==> src/rtl/regdst_pkg.sv <==
// Shared opcode constants and destination-select encodings for the regdst decode stage.
package regdst_pkg;

  typedef enum logic [1:0] {
    SEL_RD   = 2'b00,
    SEL_RT   = 2'b01,
    SEL_RS   = 2'b10,
    SEL_LINK = 2'b11
  } sel_e;

  localparam logic [4:0] OP_HALT  = 5'b00000;
  localparam logic [4:0] OP_NOP   = 5'b00001;
  localparam logic [4:0] OP_J     = 5'b00100;
  localparam logic [4:0] OP_JAL   = 5'b00110;
  localparam logic [4:0] OP_JALR  = 5'b00111;
  localparam logic [4:0] OP_I1_LO = 5'b01000;
  localparam logic [4:0] OP_I1_HI = 5'b01011;
  localparam logic [4:0] OP_ST    = 5'b10000;
  localparam logic [4:0] OP_LD    = 5'b10001;
  localparam logic [4:0] OP_SLBI  = 5'b10010;
  localparam logic [4:0] OP_STU   = 5'b10011;
  localparam logic [4:0] OP_I2_LO = 5'b10100;
  localparam logic [4:0] OP_I2_HI = 5'b10111;
  localparam logic [4:0] OP_LBI   = 5'b11000;
  localparam logic [4:0] OP_BTR   = 5'b11001;
  localparam logic [4:0] OP_ROL   = 5'b11010;
  localparam logic [4:0] OP_ADD   = 5'b11011;
  localparam logic [4:0] OP_SEQ   = 5'b11100;
  localparam logic [4:0] OP_SCO   = 5'b11111;

endpackage

==> src/rtl/regdst_decode.sv <==
// Combinational opcode decode: destination select, write enable and source usage.
module regdst_decode
  import regdst_pkg::*;
(
  input  logic [4:0] opcode,
  output logic [1:0] sel,
  output logic       we,
  output logic       uses_rs,
  output logic       uses_rt
);

  always_comb begin
    sel = SEL_RD;
    we  = 1'b0;
    case (opcode) inside
      OP_BTR, OP_ROL, OP_ADD, [OP_SEQ:OP_SCO]: we = 1'b1;
      [OP_I1_LO:OP_I1_HI], [OP_I2_LO:OP_I2_HI], OP_LD: begin
        sel = SEL_RT;
        we  = 1'b1;
      end
      OP_LBI, OP_SLBI, OP_STU: begin
        sel = SEL_RS;
        we  = 1'b1;
      end
      OP_JAL, OP_JALR: begin
        sel = SEL_LINK;
        we  = 1'b1;
      end
      default: ;
    endcase
  end

  assign uses_rs = !(opcode inside {OP_HALT, OP_NOP, OP_J, OP_JAL, OP_LBI});
  assign uses_rt = opcode inside {OP_ROL, OP_ADD, [OP_SEQ:OP_SCO], OP_ST, OP_STU};

endmodule

==> src/rtl/regdst_stage.sv <==
// Registered destination-register decode stage with valid/ready handshake.
// Optional RAW scoreboard enabled by defining REGDST_SCOREBOARD_EN.
module regdst_stage
  import regdst_pkg::*;
#(
  parameter int unsigned REG_W    = 3,
  parameter int unsigned LINK_REG = 7,
  parameter int unsigned CNT_W    = 2
) (
  input  logic             clk,
  input  logic             rst,
  input  logic             flush,
  input  logic             in_valid,
  output logic             in_ready,
  input  logic [15:0]      instr,
  output logic             out_valid,
  input  logic             out_ready,
  output logic [15:0]      out_instr,
  output logic [1:0]       out_sel,
  output logic [REG_W-1:0] out_dst,
  output logic             out_we,
  input  logic             retire_valid,
  input  logic [REG_W-1:0] retire_idx,
  output logic             sb_err
);

  logic [1:0]       dec_sel;
  logic             dec_we;
  logic             dec_uses_rs;
  logic             dec_uses_rt;
  logic [REG_W-1:0] rs_idx;
  logic [REG_W-1:0] rt_idx;
  logic [REG_W-1:0] rd_idx;
  logic [REG_W-1:0] dst;
  logic             stall;
  logic             load;

  regdst_decode u_decode (
    .opcode  (instr[15:11]),
    .sel     (dec_sel),
    .we      (dec_we),
    .uses_rs (dec_uses_rs),
    .uses_rt (dec_uses_rt)
  );

  assign rs_idx = REG_W'(instr[10:8]);
  assign rt_idx = REG_W'(instr[7:5]);
  assign rd_idx = REG_W'(instr[4:2]);

  always_comb begin
    dst = rd_idx;
    case (dec_sel)
      SEL_RT:   dst = rt_idx;
      SEL_RS:   dst = rs_idx;
      SEL_LINK: dst = REG_W'(LINK_REG);
      default:  dst = rd_idx;
    endcase
  end

  assign in_ready = !rst && !flush && !stall && (!out_valid || out_ready);
  assign load     = in_valid && in_ready;

  always_ff @(posedge clk) begin
    if (rst) begin
      out_valid <= 1'b0;
      out_instr <= '0;
      out_sel   <= '0;
      out_dst   <= '0;
      out_we    <= 1'b0;
    end else if (flush) begin
      out_valid <= 1'b0;
    end else if (load) begin
      out_valid <= 1'b1;
      out_instr <= instr;
      out_sel   <= dec_sel;
      out_dst   <= dst;
      out_we    <= dec_we;
    end else if (out_ready) begin
      out_valid <= 1'b0;
    end
  end

`ifdef REGDST_SCOREBOARD_EN
  localparam int unsigned    NREG    = 1 << REG_W;
  localparam logic [CNT_W-1:0] CNT_MAX = '1;

  logic [CNT_W-1:0] cnt [NREG];
  logic             inc;
  logic             cancel;
  logic             rs_hit;
  logic             rt_hit;

  assign inc    = out_valid && out_ready && out_we;
  // A write issuing and a retire landing on the same register net to zero.
  assign cancel = inc && retire_valid && (out_dst == retire_idx);

  always_ff @(posedge clk) begin
    if (rst || flush) begin
      cnt <= '{default: '0};
    end else if (!cancel) begin
      if (inc && cnt[out_dst] != CNT_MAX)
        cnt[out_dst] <= cnt[out_dst] + 1'b1;
      if (retire_valid && cnt[retire_idx] != '0)
        cnt[retire_idx] <= cnt[retire_idx] - 1'b1;
    end
  end

  always_ff @(posedge clk) begin
    if (rst)
      sb_err <= 1'b0;
    else if (!flush && retire_valid && !cancel && cnt[retire_idx] == '0)
      sb_err <= 1'b1;
  end

  assign rs_hit = dec_uses_rs &&
                  (cnt[rs_idx] != '0 || (out_valid && out_we && out_dst == rs_idx));
  assign rt_hit = dec_uses_rt &&
                  (cnt[rt_idx] != '0 || (out_valid && out_we && out_dst == rt_idx));
  assign stall  = rs_hit || rt_hit || (cnt[dst] == CNT_MAX);
`else
  logic unused_sb;
  assign unused_sb = ^{retire_valid, retire_idx, dec_uses_rs, dec_uses_rt};
  assign stall     = 1'b0;
  assign sb_err    = 1'b0;
`endif

endmodule

==> config.mk <==
export PLATFORM = sky130hd
export DESIGN_NAME = regdst_stage
export DESIGN_NICKNAME = d
export VERILOG_FILES = /design/src/rtl/regdst_pkg.sv /design/src/rtl/regdst_decode.sv /design/src/rtl/regdst_stage.sv
export SDC_FILE = /design/constraint.sdc
export NUM_CORES = 1
export LEC_CHECK = 0
export BUFFER_PORTS_ARGS = -buffer_cell sky130_fd_sc_hd__buf_2
export CAP_MARGIN = 20
export CORE_MARGIN = 4
export CORE_UTILIZATION = 45
export CTS_CLUSTER_SIZE = 16
export DETAILED_ROUTE_END_ITERATION = 8
export GPL_TIMING_DRIVEN = 0
export PLACE_DENSITY = 0.89
export SETUP_SLACK_MARGIN = 0.4
export SYNTH_ARGS = -nofsm -noshare
export SYNTH_HDL_FRONTEND = slang
export SYNTH_SLANG_ARGS = --single-unit
==> constraint.sdc <==
create_clock -name clk -period 4.2 [get_ports clk]
set_input_delay 0.84 -clock clk [delete_from_list [all_inputs] [get_ports clk]]
set_output_delay 0.84 -clock clk [all_outputs]
set_load 0.01 [all_outputs]
# Word level (Yosys, flattened, before mapping)
# Index checks and enable logic that the tools add are counted.
[op_classes] n_bitwise=1 n_reduce_logical=17 order_cmp=6 eq_ne=12 n_mux=11
[op_table] cell="== test 5 bit (second input constant)" count=7
[op_table] cell="== test 5 x 3 -> 1 bit (second input constant)" count=2
[op_table] cell="greater-or-equal comparator 5 bit (second input constant)" count=2
[op_table] cell="less-or-equal comparator 5 bit (second input constant)" count=2
[op_table] cell="case mux 3 bit (3 select lines)" count=1
[op_table] cell="two-way mux 2 bit" count=4
[op_table] cell="logical AND 1 bit" count=6
[op_table] cell="two-way mux 1 bit" count=6
[op_table] cell="OR reduction 3 bit" count=2
[op_table] cell="greater-or-equal comparator 5 x 4 -> 1 bit (second input constant)" count=1
[op_table] cell="less-or-equal comparator 5 x 4 -> 1 bit (second input constant)" count=1
[op_table] cell="== test 2 bit (second input constant)" count=2
[op_table] cell="OR reduction 2 bit" count=2
[op_table] cell="OR reduction 4 bit" count=1
[op_table] cell="logical NOT 1 bit" count=3
[op_table] cell="== test 2 x 1 -> 1 bit (second input constant)" count=1
[op_table] cell="AND reduction 2 bit" count=1
[op_table] cell="nonzero test 2 bit" count=1
[op_table] cell="logical OR 1 bit" count=1
[op_table] cell="NOT 1 bit" count=1
[word_totals] output_inout_bits=25 elab_cells=52 ff_bits=23 input_bits=25

# Depth between registers and ports, before layout
# Gate-level depths: netlist of the first run.
[depth] depth_word=8 depth_mapped=6 depth_no_buf=4

# By module
# A second synthesis of the first run with hierarchy kept.
[hier_totals] cells_unflattened=142 hier_area_um2=1342.5
[by_module_without_submodules] mod="regdst_stage" instances=1 cells_per_inst=118 seq_area_each_um2=460.4 area_per_inst_um2=1167.4
[by_module_without_submodules] mod="regdst_decode" instances=1 cells_per_inst=24 seq_area_each_um2=0.0 area_per_inst_um2=175.2

# Worst setup path before layout of the first run
# Ideal clock, no wire load.
[synth_timing] path_type="in2out" start="input port rst" end="output port in_ready" required_time_ps=3360 n_path_buf=1 stages=2 t_arrival_ps=1326 slack_ps=2034 path_cell_list="clkbuf_1 nor3_1"
[synth_between] elab_chain_cells=3
[synth_lines] item="from (decl)" line_no="regdst_stage.sv:11" text="input logic rst,"
[synth_lines] item="logical NOT 1 bit" line_no="regdst_stage.sv:60" text="assign in_ready = !rst && !flush && !stall && (!out_valid || out_ready);"
[synth_lines] item="logical AND 1 bit (2 in series)" line_no="regdst_stage.sv:60"
[synth_lines] item="to (decl)" line_no="regdst_stage.sv:14" text="output logic in_ready,"
# No other way between the ends.

# Final worst setup path of the first run
# Ends and elaborated chain as after synthesis.

==> impl_metrics.csv, run 1 <==
group,metric,value,unit
cells_and_area,share_of_post_route_cells_with_drive_strength_above_1,33.14,%
logic_synthesis,postSynthRegisterBits,23,
floorplanning,die_width,55.52,um
critical_path,rrSetupSlack,2.54,ns
critical_path,critPathLaunchType,"input pin",
route,detail_route.wirelength,2373,um
sta,final_max_slew_violation_count,0,
critical_path,required,3.36,ns
route,routed-wl-met2,1069,um
placement,io_buffers,41,
clock_tree,maximum_buffer_depth_of_the_clock_tree,2,
floorplanning,dieHeight,55.52,um
logic_synthesis,ys_seq_area_share,45.32,%
critical_path,cp-startpoint,"rst",
sta,fin_worst_hold_slack,0.4609,ns
placement,placed_cells,192,
pwr,powerDensity,311.5,nW/um^2
floorplanning,ios,50,
sta,crit_path_time_final,2.402,ns
clock_tree,path_clk_slew,0.13,ns
sta,timing.setup.tns,0,ns
outcome,status,"completed",
placement,placed_wire_length_estimate,1873,um
route,route.vias.total,993,
logic_synthesis,synthDistinctLibCells,27,
cells_and_area,layout.filler_cells,195,
clock_tree,cts_tree,"done",
pwr,ir_worst_vdd,0.0002215,V
critical_path,timing_worst_setup_path_type,"input pin to output pin",
critical_path,crit_end,"in_ready",
sta,post-route-period-util,57.19,%
sta,rsz0062_at_grt,"no",
cells_and_area,antenna_diode_instance_count,0,
sta,peak_freq,416.3,MHz
cells_and_area,nets,195,
route,route.detailed.wl_per_inst,12.11,um
pwr,static_leak,0.5883,nW
critical_path,setup.worst_path.end_class,"output pin",
clock_tree,clock_tree.root_cell,"sky130_fd_sc_hd__clkbuf_4",
route,detailroute.wirelength.met3,221,um
logic_synthesis,syn-instance-count,124,
clock_tree,worst_skew_pair.late_latency,0.30,ns
logic_synthesis,synth_warnings,0,
grt,global_route.usage.total,15.78,%
route,drc,0,
sta,setup_viol_count_final,0,
critical_path,r2r_cells,5,
grt,antenna_found_initial,0,
critical_path,r2r-end,"out_dst[1]",
run,cap_viol_max_count,0,
critical_path,startpoint_of_the_most_critical_register_to_register_path,"out_valid",
clock_tree,cts_sinks,23,
floorplanning,num_rows,16,
critical_path,critPathArrivalTime,1.56,ns
cells_and_area,final_cell_mix,"sky130_fd_sc_hd__buf_2 (45), sky130_fd_sc_hd__nand2_1 (33), sky130_fd_sc_hd__dfxtp_1 (23)",
clock_tree,post-cts-setup-buffer-count,0,
sta,timing.clock.skew,0.002918,ns
route,firstDrtPassIters,4,
grt,maximum_number_of_pins_on_one_net_before_global_route_repair,14,
clock_tree,cts-buffers-inserted,3,
cells_and_area,fin_util,62.81,%
route,m1WireLength,1066,um
grt,vias_in_the_first_global_route,933,
floorplanning,initial_core_util,49.75,%
min_path,hp-class,"flip-flop to flip-flop",
clock_tree,cts_resized,0,
clock_tree,holdBufCountCts,0,
route,via_per_inst,5.066,
logic_synthesis,synth.net_count,149,
logic_synthesis,avgSynthCellArea,8.193,um^2
placement,last_weighted_congestion_value_of_the_routability_driven_placer,0.8301,
logic_synthesis,synthesis.area,1016,um^2
route,drt.antenna.violating_nets,0,
route,maxUsedRoutingLayer,"met4",
sta,report.final.hold_viol_count,0,
cells_and_area,syn2layout_area_growth,26.23,%
floorplanning,design.core.area,2042,um^2
cells_and_area,fin_cells,196,
floorplanning,dieArea,3082,um^2
critical_path,largest_fanout_on_the_critical_path,10,
grt,grt_first_pass_wirelength,4050,um
route,detail_route.iter0.violations,20,
clock_tree,htree_levels,1,
grt,grt_overflow,0,
pwr,post-layout-total-power,0.0003995,W
cells_and_area,most_common_cell_after_layout_fill_and_taps_aside,"sky130_fd_sc_hd__buf_2",
==> registers in the layout, indices dropped and copies added (netlist names) <==
| register | count |
|---|---|
| out_we | 1 |
| out_valid | 1 |
| out_instr | 16 |
| out_dst | 3 |
| out_sel | 2 |
==> power breakdown <==
part | internal (W) | switching (W) | total, W
Clock | 0.0000355 | 0.0000652 | 0.000101
Combinational | 0.0000294 | 0.0000378 | 0.0000672
Sequential | 0.000227 | 0.00000441 | 0.000232
==> layout make-up <==
type | instances | area (um^2) | area share (%)
Buffer | 10 | 57.56 | 4.488
Clock buffer | 3 | 22.52 | 1.756
Clock inverter | 1 | 5.005 | 0.3902
Inverter | 5 | 18.77 | 1.463
Multi-Input combinational cell | 86 | 479.2 | 37.37
Sequential cell | 23 | 460.4 | 35.90
Tap cell | 27 | 33.78 | 2.634
Timing Repair Buffer | 41 | 205.2 | 16.00
==> worst min path at each step <==
stage / startpoint / endpoint / slack (ns) / depth (start not counted)
6_report: out_instr[15] / out_instr[15] / 0.46 / 2
5_1_grt: out_instr[15] / out_instr[15] / 0.48 / 2
4_1_cts: out_instr[5] / out_instr[5] / 0.46 / 2
3_5_place_dp: out_instr[15] / out_instr[15] / 0.45 / 2
3_3_place_gp: out_instr[1] / out_instr[1] / 0.44 / 2
2_1_floorplan: out_instr[0] / out_instr[0] / 0.48 / 2
==> critical path, cell delays in order <==
cell                       delay (ns)
sky130_fd_sc_hd__buf_2           0.11
sky130_fd_sc_hd__clkbuf_1        0.36
sky130_fd_sc_hd__nor3_1          0.10
sky130_fd_sc_hd__buf_2           0.15
==> cell families (layout without fill, tap and decap cells) <==
| kind of cell | count (synthesis) | after routing | share of synthesized area (%) |
|---|---|---|---|
| AND/OR/NAND/NOR | 51 | 51 | 24.51 |
| AO/OA/AOI/OAI | 29 | 29 | 17.61 |
| multiplexers | 3 | 3 | 2.956 |
| XOR/XNOR | 2 | 2 | 1.724 |
| flip-flops | 23 | 23 | 45.32 |
| other | 1 | 1 | 0.3691 |
| buffers and inverters | 15 | 60 | 7.512 |
==> per-layer routing <==
metal | vias up | track usage (%)
met1 | 448 | 20.51
met5 | - | 0
met2 | 38 | 24.66
met3 | 2 | 4.196
met4 | 0 | 6.250
li1 | 505 | -
==> metrics by stage <==
step                      area [um^2]  setup slack, ns
after global routing             1282            1.685
after detailed placement         1255            1.792
after global placement           1255            1.826
final                            1282            1.798
after floorplan                  1016            2.034
after CTS                        1282            1.787
==> cell usage after synthesis, drive strengths merged <==
cell type  number  area, um^2
a21oi          20       100.1
a221oi          3       26.28
a22oi           1       7.510
and2            1       6.260
buf             7       46.29
clkbuf          3       11.26
conb            1       3.750
dfxtp          23       460.4
inv             5       18.77
mux2i           3       30.03
nand2          33       123.9
nand2b          1       6.260
nand4bb         1       11.26
nor2            5       18.77
nor2b           2       12.51
nor3            4       25.02
nor4b           2       23.77
o211ai          1       21.27
o21ai           3       15.01
o221ai          1       8.760
or3b            1       11.26
or4b            1       10.01
xor2            2       17.52
Note: power is estimated with default switching activity, not from simulation.
==> inputs of run 2 (changes only) <==
--- a/config.mk
+++ b/config.mk
@@ -8,11 +8,11 @@
 export BUFFER_PORTS_ARGS = -buffer_cell sky130_fd_sc_hd__buf_2
 export CAP_MARGIN = 20
 export CORE_MARGIN = 4
-export CORE_UTILIZATION = 45
+export CORE_UTILIZATION = 40
 export CTS_CLUSTER_SIZE = 16
 export DETAILED_ROUTE_END_ITERATION = 8
 export GPL_TIMING_DRIVEN = 0
-export PLACE_DENSITY = 0.89
+export PLACE_DENSITY = 0.84
 export SETUP_SLACK_MARGIN = 0.4
 export SYNTH_ARGS = -nofsm -noshare
 export SYNTH_HDL_FRONTEND = slang
==> constraint.sdc (replaced) <==
create_clock -name clk -period 2.2 [get_ports clk]
set_input_delay 0.44 -clock clk [delete_from_list [all_inputs] [get_ports clk]]
set_output_delay 0.44 -clock clk [all_outputs]
set_load 0.01 [all_outputs]
==> run 2 against run 1 <==
Against the previous run: critical path depth rose by 1; register-to-register slack got worse by 2.0 ns; clock skew rose by 0.0029 ns; worst setup slack got worse by 1.3 ns; routed wire length rose by 2.9%; non-clock buffer count did not move; critical path type is now flip-flop to flip-flop; critical endpoint is now out_dst[0]; largest cell class unchanged.
==> impl_metrics.csv, run 2 (synthesis results as in run 1) <==
group,metric,value,unit
clock_tree,maximum_buffer_depth_of_the_clock_tree,2,
route,routed-wl-met2,1170,um
run,cap_viol_max_count,0,
pwr,part_of_the_total_power_dissipated_in_combinational_logic,16.9,%
route,detail_route.wirelength,2443,um
cells_and_area,layout.filler_cells,230,
placement,io_buffers,41,
route,drt.antenna.violating_nets,0,
clock_tree,cts_tree,"done",
cells_and_area,regMostFlops,"out_instr",
floorplanning,dieArea,3410,um^2
pwr,p_sw_share,26.89,%
critical_path,r2r_cells,5,
sta,report.final.hold_viol_count,0,
grt,vias_in_the_first_global_route,933,
route,maxUsedRoutingLayer,"met4",
clock_tree,htree_levels,1,
sta,timing.clock.skew,0.005815,ns
grt,global_route.usage.total,14.62,%
cells_and_area,nets,195,
pwr,seqPwrFrac,58.0,%
placement,last_weighted_congestion_value_of_the_routability_driven_placer,0.7933,
clock_tree,cts_sinks,23,
route,drc,0,
sta,peak_freq,593.5,MHz
min_path,hp-class,"input pin to flip-flop",
route,via_per_inst,5.066,
route,m1WireLength,1016,um
sta,fin_ws,0.5152,ns
critical_path,timing_worst_setup_path_type,"flip-flop to flip-flop",
sta,setup_viol_count_final,0,
critical_path,required,2.38,ns
clock_tree,worst_skew_pair.late_latency,0.30,ns
grt,grt_overflow,0,
pwr,powerDensity,593.7,nW/um^2
pwr,power_report.internal_total,0.0005577,W
cells_and_area,most_common_cell_after_layout_fill_and_taps_aside,"sky130_fd_sc_hd__buf_2",
floorplanning,design.core.area,2318,um^2
pwr,ir_worst_vdd,0.0003764,V
sta,fin_worst_hold_slack,0.3411,ns
pwr,static_leak,0.5917,nW
grt,antenna_found_initial,0,
cells_and_area,share_of_post_route_cells_with_drive_strength_above_1,33.73,%
route,route.vias.total,998,
grt,maximum_number_of_pins_on_one_net_before_global_route_repair,14,
grt,grt_first_pass_wirelength,3967,um
cells_and_area,max_ffs_per_register,16,
critical_path,critPathArrivalTime,1.87,ns
cells_and_area,final_cell_mix,"sky130_fd_sc_hd__buf_2 (45), sky130_fd_sc_hd__nand2_1 (33), sky130_fd_sc_hd__dfxtp_1 (23)",
cells_and_area,syn2layout_area_growth,26.48,%
cells_and_area,layout.area.seq,460.4,um^2
floorplanning,ios,50,
route,detail_route.iter0.violations,48,
cells_and_area,largest_regs,"out_instr: 16 flops, out_dst: 3 flops, out_sel: 2 flops",
pwr,post-layout-total-power,0.0007629,W
outcome,status,"completed",
placement,pre_cts_ws,0.4121,ns
clock_tree,cts-buffers-inserted,3,
cells_and_area,antenna_diode_instance_count,0,
clock_tree,path_clk_slew,0.12,ns
floorplanning,die_width,58.40,um
cells_and_area,multiInputGateArea,479.2,um^2
critical_path,setup.worst_path.end_class,"flip-flop",
critical_path,largest_fanout_on_the_critical_path,10,
sta,final_max_slew_violation_count,0,
min_path,whs_path_depth,2,
sta,rsz0062_at_grt,"no",
floorplanning,initial_core_util,43.82,%
placement,placed_wire_length_estimate,1926,um
floorplanning,dieHeight,58.40,um
route,firstDrtPassIters,4,
pwr,clockPowerShare,25.2,%
pwr,netSwitchingPower,0.0002052,W
clock_tree,post-cts-setup-buffer-count,0,
clock_tree,clock_tree.root_cell,"sky130_fd_sc_hd__clkbuf_4",
floorplanning,num_rows,17,
sta,timing.setup.tns,0,ns
route,detailroute.wirelength.met3,247,um
route,route.detailed.wl_per_inst,12.40,um
sta,post-route-period-util,76.58,%
sta,crit_path_time_final,1.685,ns
critical_path,critPathLaunchType,"flip-flop",
-- run 2: cell count changes in the layout (fill, tap and decap cells not counted) --
cell                       before  now
sky130_fd_sc_hd__clkbuf_1       3    2
sky130_fd_sc_hd__clkbuf_2       0    1
-- run 2: worst max-delay path, cell delays in order, from the launching register on --
cell                       delay (ns)
sky130_fd_sc_hd__dfxtp_1         0.33
sky130_fd_sc_hd__nor2b_1         0.16
sky130_fd_sc_hd__or4b_1          0.45
sky130_fd_sc_hd__buf_2           0.20
sky130_fd_sc_hd__nor3_2          0.28
sky130_fd_sc_hd__a221oi_1        0.14
-- run 2: area by class of cell --
class                           count  area share (%)
Timing Repair Buffer               41           15.97
Multi-Input combinational cell     86           37.29
Buffer                             10           4.576
Clock inverter                      1          0.3895
Inverter                            5           1.461
Sequential cell                    23           35.83
Tap cell                           28           2.726
Clock buffer                        3           1.753
-- run 2: power groups by stage --
stage	clock, W	combinational, W	sequential, W
2_1_floorplan	0	0.0000676	0.000459
3_3_place_gp	0	0.000125	0.000451
3_5_place_dp	0	0.000129	0.000451
4_1_cts	0.000197	0.000129	0.000442
5_1_grt	0.000217	0.000142	0.000444
6_report	0.000192	0.000129	0.000442
-- run 2: routing by layer --
metal	up-vias	track usage (%)
met5	-	0
li1	505	-
met2	45	24.72
met4	0	2.980
met3	2	4.386
met1	446	18.34
-- run 2: worst paths after layout --
path	start	endpoint	slack (ns)
worst max-delay path	out_valid	out_dst[0]	0.52
worst min-delay path	flush	out_valid	0.34
worst max register to register	out_valid	out_dst[0]	0.52
worst min register to register	out_we	out_we	0.46
-- run 2: through the flow --
| stage | utilization [%] | std cells | instance area [um^2] |
|---|---|---|---|
| 2_1_floorplan | - | 124 | 1016 |
| 6_report | 55.42 | 197 | 1285 |
| 4_1_cts | 55.37 | 197 | 1284 |
| 3_3_place_gp | 54.18 | 193 | 1256 |
| 5_1_grt | 55.42 | 197 | 1285 |
| 3_5_place_dp | 54.18 | 193 | 1256 |
-- run 2: what timing repair did --
item	4_1_cts	5_1_grt
endpoints found under the hold margin	0	0
endpoints found under the setup margin	0	2
hold buffers	0	0
gates resized for setup	0	2
==> inputs of run 3 (changes only) <==
==> constraint.sdc (replaced) <==
create_clock -name clk -period 1.4 [get_ports clk]
set_input_delay 0.28 -clock clk [delete_from_list [all_inputs] [get_ports clk]]
set_output_delay 0.28 -clock clk [all_outputs]
set_load 0.01 [all_outputs]
==> run 3 against run 2 <==
Against the previous run: the flow now finishes with violations (setup timing); sequential share of layout area fell by 9.8 points; global-route usage grew 3.8 points; critical path depth did not move; sequential power rose by 59%; power rose by 78%; sequential cell count stayed put; count of clock-buffer cells in the layout did not move; combinational power rose to 2.7 times the previous value; die area stayed put; worst hold slack got worse by 0.14 ns; critical endpoint is now out_dst[2]; largest cell class unchanged.
==> impl_metrics.csv, run 3 (synthesis results as in run 1) <==
group,metric,value,unit
route,via_per_inst,5.319,
cells_and_area,syn2layout_area_growth,88.30,%
floorplanning,initial_core_util,43.82,%
cells_and_area,most_common_cell_after_layout_fill_and_taps_aside,"sky130_fd_sc_hd__buf_6",
clock_tree,worst_skew_pair.late_latency,0.31,ns
sta,peak_freq,664.0,MHz
sta,report.final.hold_viol_count,0,
route,drc,0,
floorplanning,die_width,58.40,um
sta,rsz0062_at_grt,"yes",
outcome,status,"finished, violations left",
cells_and_area,multiInputGateArea,701.9,um^2
clock_tree,htree_levels,1,
clock_tree,clock_tree.root_cell,"sky130_fd_sc_hd__clkbuf_4",
sta,fin_ws,-0.1061,ns
critical_path,slowest_delay,0.48,ns
floorplanning,ios,50,
cells_and_area,final_cell_mix,"sky130_fd_sc_hd__buf_6 (28), sky130_fd_sc_hd__buf_2 (19), sky130_fd_sc_hd__dfxtp_2 (18)",
cells_and_area,layout.area.seq,498.0,um^2
critical_path,required,1.60,ns
pwr,ir_worst_vdd,0.0007978,V
critical_path,setup.worst_path.end_class,"flip-flop",
critical_path,crit_slowest_cell,"sky130_fd_sc_hd__or4b_1",
cells_and_area,antenna_diode_instance_count,0,
cells_and_area,layout.filler_cells,126,
grt,maximum_number_of_pins_on_one_net_before_global_route_repair,14,
cells_and_area,share_of_post_route_cells_with_drive_strength_above_1,72.87,%
floorplanning,num_rows,17,
cells_and_area,nets,214,
grt,grt_overflow,0,
min_path,hp-class,"input pin to flip-flop",
route,detail_route.wirelength,3627,um
clock_tree,path_clk_slew,0.13,ns
cells_and_area,fin_util,82.51,%
grt,vias_in_the_first_global_route,1133,
sta,timing.setup.tns,-1.251,ns
sta,setup_viol_count_final,21,
route,route.detailed.wl_per_inst,16.79,um
floorplanning,design.core.area,2318,um^2
grt,global_route.usage.total,18.40,%
clock_tree,cts-buffers-inserted,3,
route,detail_route.iter0.violations,38,
route,firstDrtPassIters,4,
sta,crit_path_time_final,1.506,ns
grt,grt_first_pass_wirelength,4933,um
cells_and_area,largest_regs,"out_instr: 16 flops, out_dst: 3 flops, out_sel: 2 flops",
floorplanning,dieArea,3410,um^2
sta,timing.clock.skew,0.01116,ns
placement,last_weighted_congestion_value_of_the_routability_driven_placer,0.7380,
critical_path,largest_fanout_on_the_critical_path,5,
outcome,failed_checks,"setup timing",
route,drt.antenna.violating_nets,0,
pwr,static_leak,0.8212,nW
clock_tree,maximum_buffer_depth_of_the_clock_tree,2,
route,route.vias.total,1149,
floorplanning,dieHeight,58.40,um
critical_path,timing_worst_setup_path_type,"flip-flop to flip-flop",
critical_path,crit_chain,"nor2b_4 > or4b_1 > buf_6 > nor3_4 > a221oi_1",
placement,pre_cts_ws,-0.2139,ns
cells_and_area,regMostFlops,"out_instr",
clock_tree,cts_tree,"done",
clock_tree,holdBufCountCts,0,
pwr,powerDensity,711.3,nW/um^2
critical_path,crit_buf_inv,1,
sta,post-route-period-util,107.6,%
grt,antenna_found_initial,0,
placement,io_buffers,41,
critical_path,critPathArrivalTime,1.70,ns
sta,final_max_slew_violation_count,0,
cells_and_area,max_ffs_per_register,16,
critical_path,critPathLaunchType,"flip-flop",
clock_tree,cts_sinks,23,
run,cap_viol_max_count,0,
critical_path,crit_family,"simple AND/OR/NAND/NOR gates",
pwr,post-layout-total-power,0.001361,W
placement,placed_wire_length_estimate,1922,um
[run 3: layout make-up]
class | instances | area share (%)
tap | 28 | 1.831
clock inverter | 1 | 0.2616
sequential | 23 | 26.03
buffer | 10 | 5.167
multi-input combinational | 86 | 36.69
inverter | 5 | 0.9810
clock buffer | 3 | 1.177
timing repair buffer | 60 | 27.86
[run 3: final timing paths]
| check | startpoint | endpoint | slack (ns) | cells past startpoint |
|---|---|---|---|---|
| worst max-delay path | out_valid | out_dst[2] | -0.11 | 5 |
| worst min register to register | out_instr[9] | out_instr[9] | 0.48 | 2 |
| worst min-delay path | instr[6] | out_instr[6] | 0.20 | 3 |
| worst max register to register | out_valid | out_dst[2] | -0.11 | 5 |
[run 3: power by group]
part           switching [W]  total, W  internal, W
Combinational       0.000171  0.000351     0.000180
Clock               0.000201  0.000308     0.000107
Sequential         0.0000214  0.000702     0.000681
[run 3: timing repair]
action	4_1_cts	5_1_grt
resized for setup	55	60
pin swaps	7	18
setup endpoints to repair	46	46
setup buffers	9	7
cloned	3	0
[run 3: metal layers]
layer	track usage [%]	vias up	wire length, um
met5	0	-	0
met4	3.311	0	73
met3	6.798	10	285
met2	31.90	58	1896
met1	21.83	537	1371
li1	-	544	-
[run 3: per-stage QoR]
| stage | std cells | area, um^2 | hold WS (ns) |
|---|---|---|---|
| final | 216 | 1913 | 0.2047 |
| after global placement | 193 | 1292 | 0.4354 |
| after detailed placement | 193 | 1292 | 0.4443 |
| after CTS | 209 | 1638 | 0.1894 |
| after global routing | 216 | 1913 | 0.1829 |
| after floorplan | 124 | 1052 | 0.3518 |
[run 3: worst reg2reg max path: stages (launching register included)]
cell and delay [ns]:
sky130_fd_sc_hd__dfxtp_2 0.34, sky130_fd_sc_hd__nor2b_4 0.12, sky130_fd_sc_hd__or4b_1 0.48, sky130_fd_sc_hd__buf_6 0.17
sky130_fd_sc_hd__nor3_4 0.18, sky130_fd_sc_hd__a221oi_1 0.12
